--- src/rtl/mem_port_arbiter.sv ---
// Burst arbiter sharing one memory port between I-cache and D-cache.
// Define ARB_RR_EN for round-robin tie-breaking; default is D-over-I priority.
module mem_port_arbiter #(
  parameter int DW          = 32,
  parameter int AW          = 32,
  parameter int BLOCK_WORDS = 4,
  localparam int OFF        = $clog2(BLOCK_WORDS)
) (
  input  logic           clk,
  input  logic           rst,
  input  logic           i_req,
  input  logic [AW-1:0]  i_addr,
  output logic [DW-1:0]  i_rdata,
  output logic           i_valid,
  output logic           i_done,
  input  logic           d_req,
  input  logic           d_we,
  input  logic [AW-1:0]  d_addr,
  input  logic [DW-1:0]  d_wdata,
  output logic [DW-1:0]  d_rdata,
  output logic           d_valid,
  output logic           d_done,
  output logic [OFF-1:0] beat_idx,
  output logic           mem_en,
  output logic           mem_we,
  output logic [AW-1:0]  mem_addr,
  output logic [DW-1:0]  mem_wdata,
  input  logic [DW-1:0]  mem_rdata,
  input  logic           mem_ready
);

  typedef enum logic [1:0] {
    S_IDLE,
    S_BUSY,
    S_DONE
  } state_t;

  localparam logic [OFF-1:0] LAST = OFF'(BLOCK_WORDS - 1);

  state_t         state_q, state_d;
  logic [OFF-1:0] beat_q, beat_d;
  logic           own_d_q, own_d_d;
  logic [DW-1:0]  ird_q, drd_q;
  logic           iv_q, dv_q;
  logic           gnt_d;
  logic           wr;
  logic           rd_fire;
  logic [AW-1:0]  own_addr;

`ifdef ARB_RR_EN
  logic rr_last_q, rr_last_d;
`endif

  // gnt_d: 1 grants the D-cache, 0 the I-cache
  always_comb begin
    gnt_d = d_req;
`ifdef ARB_RR_EN
    if (i_req && d_req) gnt_d = !rr_last_q;
`endif
  end

  assign wr       = own_d_q && d_we;
  assign own_addr = own_d_q ? d_addr : i_addr;
  assign rd_fire  = (state_q == S_BUSY) && mem_ready && !wr;

  always_comb begin
    state_d   = state_q;
    beat_d    = beat_q;
    own_d_d   = own_d_q;
    mem_en    = 1'b0;
    mem_we    = 1'b0;
    mem_addr  = '0;
    mem_wdata = '0;
    i_done    = 1'b0;
    d_done    = 1'b0;
`ifdef ARB_RR_EN
    rr_last_d = rr_last_q;
`endif
    unique case (state_q)
      S_IDLE: begin
        if (i_req || d_req) begin
          own_d_d = gnt_d;
          beat_d  = '0;
          state_d = S_BUSY;
`ifdef ARB_RR_EN
          rr_last_d = gnt_d;
`endif
        end
      end
      S_BUSY: begin
        mem_en    = 1'b1;
        mem_we    = wr;
        mem_addr  = {own_addr[AW-1:OFF], beat_q};
        mem_wdata = d_wdata;
        if (mem_ready) begin
          if (beat_q == LAST) state_d = S_DONE;
          else beat_d = beat_q + 1'b1;
        end
      end
      S_DONE: begin
        i_done  = !own_d_q;
        d_done  = own_d_q;
        state_d = S_IDLE;
      end
      default: state_d = S_IDLE;
    endcase
  end

  always_ff @(posedge clk) begin
    if (rst) begin
      state_q <= S_IDLE;
      beat_q  <= '0;
      own_d_q <= 1'b1;
      ird_q   <= '0;
      drd_q   <= '0;
      iv_q    <= 1'b0;
      dv_q    <= 1'b0;
`ifdef ARB_RR_EN
      rr_last_q <= 1'b0;
`endif
    end else begin
      state_q <= state_d;
      beat_q  <= beat_d;
      own_d_q <= own_d_d;
      iv_q    <= rd_fire && !own_d_q;
      dv_q    <= rd_fire && own_d_q;
      if (rd_fire && !own_d_q) ird_q <= mem_rdata;
      if (rd_fire && own_d_q) drd_q <= mem_rdata;
`ifdef ARB_RR_EN
      rr_last_q <= rr_last_d;
`endif
    end
  end

  assign i_rdata  = ird_q;
  assign d_rdata  = drd_q;
  assign i_valid  = iv_q;
  assign d_valid  = dv_q;
  assign beat_idx = beat_q;

endmodule

--- config.mk ---
export PLATFORM = sky130hd
export DESIGN_NAME = mem_port_arbiter
export DESIGN_NICKNAME = d
export VERILOG_FILES = /design/src/rtl/mem_port_arbiter.sv
export SDC_FILE = /design/constraint.sdc
export NUM_CORES = 1
export LEC_CHECK = 0
export CORE_MARGIN = 2
export CORE_UTILIZATION = 30
export CTS_CLUSTER_SIZE = 40
export DETAILED_ROUTE_END_ITERATION = 6
export PLACE_DENSITY = 0.83
export SETUP_SLACK_MARGIN = 0.5
export SLEW_MARGIN = 20
export SYNTH_ARGS = -nofsm -noshare
export SYNTH_HDL_FRONTEND = slang
export SYNTH_SLANG_ARGS = --single-unit
--- constraint.sdc ---
create_clock -name clk -period 1.39 [get_ports clk]
set_input_delay 0.278 -clock clk [delete_from_list [all_inputs] [get_ports clk]]
set_output_delay 0.278 -clock clk [all_outputs]
set_load 0.05 [all_outputs]
==> results of run 1 <==
==> layout make-up <==
class                           instances  area [um^2]
Timing Repair Buffer                  344         5040
Multi-Input combinational cell        312         2700
Sequential cell                        71         1540
Fill cell                             431         1160
Clock buffer                           10          239
Tap cell                              140          175
Clock inverter                          6         67.6
Inverter                                2         15.0
==> routing by layer <==
layer | GRT usage | vias to the layer above | share of wire
met1 | 0.294 | 2167 | 0.33
li1 | - | 2016 | -
met3 | 0.0899 | 70 | 0.081
met4 | 0.138 | 0 | 0.045
met2 | 0.532 | 267 | 0.55
met5 | 0 | - | 0
==> critical path, cell delays in order (launching register included) <==
cell	delay, ns
dfxtp_4	0.42
buf_12	0.20
mux2i_2	0.33
nor2_4	0.08
buf_12	0.15
==> logic make-up (layout without fill, tap and decap cells) <==
kind of cell,after synthesis,after routing,synth area share
buf+inv,36,362,0.0503
compound gates,37,37,0.0596
mux,62,62,0.184
simple gates,212,212,0.282
flops,71,71,0.421
fa+ha+maj,1,1,0.00370
==> state kept, by name, summed over array words and instances, names as in the netlist <==
| register | flops |
|---|---|
| beat_idx | 2 |
| i_valid | 1 |
| state_q | 2 |
| d_rdata | 32 |
| i_rdata | 32 |
| own_d_q | 1 |
| d_valid | 1 |
==> cell usage after synthesis, types with 2 or more instances <==
master | number | area share
and2_1 | 34 | 0.063
nor3b_1 | 2 | 0.0044
nand2b_1 | 4 | 0.0074
clkbuf_1 | 20 | 0.022
dfxtp_1 | 71 | 0.42
nand2_1 | 126 | 0.14
nor3_1 | 3 | 0.0044
mux2i_1 | 62 | 0.18
nor2_1 | 33 | 0.037
nand4bb_1 | 2 | 0.0067
buf_2 | 9 | 0.013
a21oi_1 | 32 | 0.047
==> where the power goes <==
group / switching (W) / leakage, nW / internal [W]
clock network: 0.000935 / 0.145 / 0.00145
registers: 0.0000679 / 0.612 / 0.00208
logic: 0.00137 / 3.02 / 0.00148
==> worst min path at each step <==
stage | slack, ns | end | cells past startpoint
finish | 0.30 | state_q[1] | 2
CTS | 0.28 | state_q[1] | 2
detailed placement | 0.49 | i_rdata[30] | 2
global route | 0.30 | state_q[1] | 2
global placement | 0.48 | i_rdata[17] | 2
floorplan | 0.39 | state_q[1] | 2
==> stage by stage <==
stage	total power, W	hold WS, ns
5_1_grt	0.00758	0.295
2_1_floorplan	0.00329	0.389
3_3_place_gp	0.00449	0.479
6_report	0.00738	0.298
4_1_cts	0.00722	0.278
3_5_place_dp	0.00454	0.485
==> what timing repair did <==
action | CTS | global route
setup endpoints to repair | 207 | 207
pin swaps | 6 | 19
cloned | 9 | 5
gates resized for setup | 176 | 69
endpoints found under the hold margin | 0 | 0
setup buffers | 25 | 19
==> impl_results.md, run 1 <==
* Status: finished with violations
* Failing checks: negative setup slack
* Core Box Area at about 11,000 um^2
* DP Area at 7910 um^2
* Synthesis-stage register bit count at 71
* Cts bufs inserted at 9
* CP startpoint kind: register
* Syn Nets at 554
* Slew headroom at 0.672
* Worst R2R Start: own_d_q
* Synth Area per Inst at about 8.1 um^2
* Fin crit share at 1.30
* Final setup vio count at between 100 and 150
* Placed Cells at 811
* Hold Crit Class: in -> reg
* 1st-pass router iterations at 4
* Area delta synth->final at 189%
* Port bufs at roughly 270
* Vias at 4,520
* Die H at 110 um
* Die Area at 12,100 um^2
* Main flop type after synthesis: dfxtp_1
* Ys async rst share at 0
* Routability Congestion at 0.795
* Clk slew on worst S/H paths at 0.06 ns
* Number of vias per cell at 5.11
* RSZ-0062 raised after global routing: yes
* CTS tree: built
* Worst Slack Setup Final at -0.412 ns
* Kind of critical path: reg -> out
* Ant. Diodes at 0
* First-pass GRT wire length at 26,000 um
* Flop-to-flop setup slack at -0.35 ns
* Die W at 110 um
* Final Max Tran Viols at 0
* TritonCTS Sinks at 71
* Post-synth EDFFs at 0
* End point of the critical path: mem_addr[22]
* Worst Setup SP: own_d_q
* 1st-iter DRT viols at 289
* Mapped Area at 3380 um^2
* Post-CTS Hold Buffers at 0
* Final setup TNS at -37.02 ns
* Routed Antenna Nets at 0
* Starting density of the core at 0.309
* Initial antenna violation count at 0
* Routed wire length at 20,200 um
* Design area at 9780 um^2
* WL per Instance at 22.9 um
* CTS HTree Levels at 3
* Clock skew at slightly above 0.006 ns
* Max-cap violation count at 0
* Seq/Total Area, Yosys at 0.421
* Row count at 38
* Hpwl dp at 11,500 um
* Max Root-Sink Buffers at 2
* Overall Global Routing Usage at 0.288
* # DRC at 0
* Critical Path RT at 1.11 ns
* R2r worst-path depth at 8
* Most frequent cells in the layout: buf_12 (142), clkdlybuf4s50_1 (127), nand2_1 (106), dfxtp_2 (59), buf_4 (32)
* Max VDD drop at 0.592 mV
* Arr. time, crit path at 1.52 ns
* Critical path endpoint category: output pin
* Min-delay src: rst
* Share of cells above drive strength 1 at 0.620
* Crit-path max FO at 11
* PwrDens at 755 nW/um^2
* Most common cell after layout, fill and taps aside: buf_12
* Post-Layout Cell Count at 885
* Ports at 270
* Worst-skew pair later-pin latency at 0.33 ns
* Largest net degree at the start of global routing at 53
* Final hold violations at 0
* Fin util at 0.894
* Highest clock rate at 555 MHz
* Netlist cell types at 33
* Nets at 875
* Post-layout minimum cycle time at 1.80 ns
* Leakage at 3.77 nW
* Dpl ws at -0.322 ns
* Overflow after GRT at 0
* Vias in the first global route at 4,848
* YS warnings at 0
* Least-Margin Pin Slew at between 0.4 and 0.5 ns
* CTS root buffer: clkbuf_16
* Synth Instances at approximately 420
* R2R Path End: i_rdata[15]
No activity file was read; power rests on OpenSTA's default activity.
==> run 2, diff against run 1 <==
- PLACE_DENSITY: 0.83 -> 0.77
- SETUP_SLACK_MARGIN: 0.5 -> 0.02
==> impl_results.md, run 2 (synthesis results as in run 1) <==
* Status: finished with violations
* Failing checks: negative setup slack
* Met2 routed WL at about 11,000 um
* Share of cells above drive strength 1 at 0.492
* Core Box Area at 10,900 um^2
* Worst R2R Start: own_d_q
* First-pass GRT wire length at 26,200 um
* Critical Path RT at between 1 and 1.5 ns
* Leakage at 3.58 nW
* Hold Crit Class: in -> reg
* 1st-pass router iterations at 5
* Die H at between 100 and 150 um
* Final setup vio count at 132
* Min-delay src: rst
* Routed wire length at approximately 22,000 um
* Fin crit share at 1.34
* Dpl ws at -0.248 ns
* Die Area at 12,100 um^2
* Most common cell after layout, fill and taps aside: clkdlybuf4s50_1
* WL met1 at 7780 um
* Met3 routed WL at around 1700 um
* Largest net degree at the start of global routing at 53
* Total power at roughly 0.0072 W
* Worst Slack Setup Final at -0.479 ns
* Routed Antenna Nets at 0
* Most frequent cells in the layout: clkdlybuf4s50_1 (128), buf_12 (127), nand2_1 (108), dfxtp_1 (66), and2_4 (34)
* Clk slew on worst S/H paths at around 0.060 ns
* Highest clock rate at 535 MHz
* Sequence of cells on the critical path: nand2b_4 -> buf_12 -> clkbuf_16 -> nor2_4 -> buf_12
* Max-cap violation count at 0
* RSZ-0062 raised after global routing: yes
* # DRC at 0
* Initial antenna violation count at 1
* Die W at 110 um
* CTS tree: built
* Routability Congestion at around 0.78
* Overall Global Routing Usage at 0.290
* Critical path endpoint category: output pin
* Placed Cells at a little over 800
* Port bufs at 265
* PwrDens at 774 nW/um^2
* Post-Layout Cell Count at around 860
* TritonCTS Sinks at 71
* Fill cells at around 470
* Worst Setup SP: state_q[1]
* Final hold violations at 0
* Overflow after GRT at 0
* Kind of critical path: reg -> out
* Worst hold slack at 0.470 ns
* Slowest CP cell: dfxtp_2
* Vias in the first global route at 4,453
* Arr. time, crit path at 1.59 ns
* Max VDD drop at 0.851 mV
* 1st-iter DRT viols at 257
* Ports at 270
* CP startpoint kind: register
* Worst-skew pair later-pin latency at about 0.32 ns
* Nets at 846
* Slew headroom at 0.749
* CTS HTree Levels at 3
* Cts bufs inserted at 9
* Hpwl dp at ~11,000 um
* Top Layer Used: met4
* Max Root-Sink Buffers at 2
* Clock skew at 0.00815 ns
* CTS root buffer: clkbuf_16
* Area delta synth->final at 177%
* Post-layout minimum cycle time at 1.87 ns
* Number of vias per cell at 5.21
* DP Area at 7650 um^2
* CP max stage delay at 0.32 ns
* Starting density of the core at 0.309
* Vias at about 4,500
* Most used cell, CP: buf_12
* Final Max Tran Viols at 0
* Post-CTS Hold Buffers at 0
* Row count at 38
* Design area at around 9400 um^2
* Least-Margin Pin Slew at 0.373 ns
* Crit-path max FO at 15
* WL per Instance at approximately 25 um
run 2: timing repair:
item / 4_1_cts / 5_1_grt
endpoints found under the setup margin: 106 / 134
buffers inserted: 6 / 13
resized for setup: 117 / 74
cloned: 8 / 9
pin swaps: 19 / 41
run 2: path summary, 6_finish.rpt:
kind / cells past startpoint / end / slack, ns
worst max-delay path: 5 / mem_addr[5] / -0.48
worst min-delay path: 3 / i_rdata[24] / 0.47
worst min register to register: 2 / d_rdata[17] / 0.50
worst max register to register: 7 / i_rdata[4] / -0.37
run 2: routing by layer:
| metal | track usage | vias up |
|---|---|---|
| met5 | 0 | - |
| met3 | 0.0899 | 71 |
| met4 | 0.108 | 0 |
| met2 | 0.534 | 247 |
| li1 | - | 1965 |
| met1 | 0.307 | 2185 |
run 2: where the power goes:
group | switching [W] | leakage [nW] | internal, W | total [W]
Sequential | 0.0000661 | 0.577 | 0.00209 | 0.00215
Clock | 0.000921 | 0.136 | 0.00128 | 0.00220
Combinational | 0.00142 | 2.87 | 0.00147 | 0.00289
Total | 0.00241 | 3.58 | 0.00484 | 0.00724
run 2: per-stage QoR:
| step | TNS, ns | util |
|---|---|---|
| global placement | -11.72 | 0.700 |
| detailed placement | -14.37 | 0.700 |
| global route | -46.67 | 0.856 |
| floorplan | -2.48 | - |
| CTS | -32.16 | 0.799 |
| finish | -41.50 | 0.856 |
run 2: final cells by class:
cell class,instances,area (um^2),area share
Antenna cell,1,2.50,0.000267
Clock buffer,10,239,0.0255
Clock inverter,6,50.0,0.00535
Inverter,2,20.0,0.00214
Multi-Input combinational cell,312,2680,0.286
Sequential cell,71,1430,0.153
Tap cell,140,175,0.0187
Timing Repair Buffer,315,4760,0.509
run 2: critical path, delay by kind of cell, from the launching register on:
kind / cells / cell delay, ns
buffers and inverters: 3 / 0.54
flip-flops: 1 / 0.32
AND/OR/NAND/NOR: 2 / 0.41
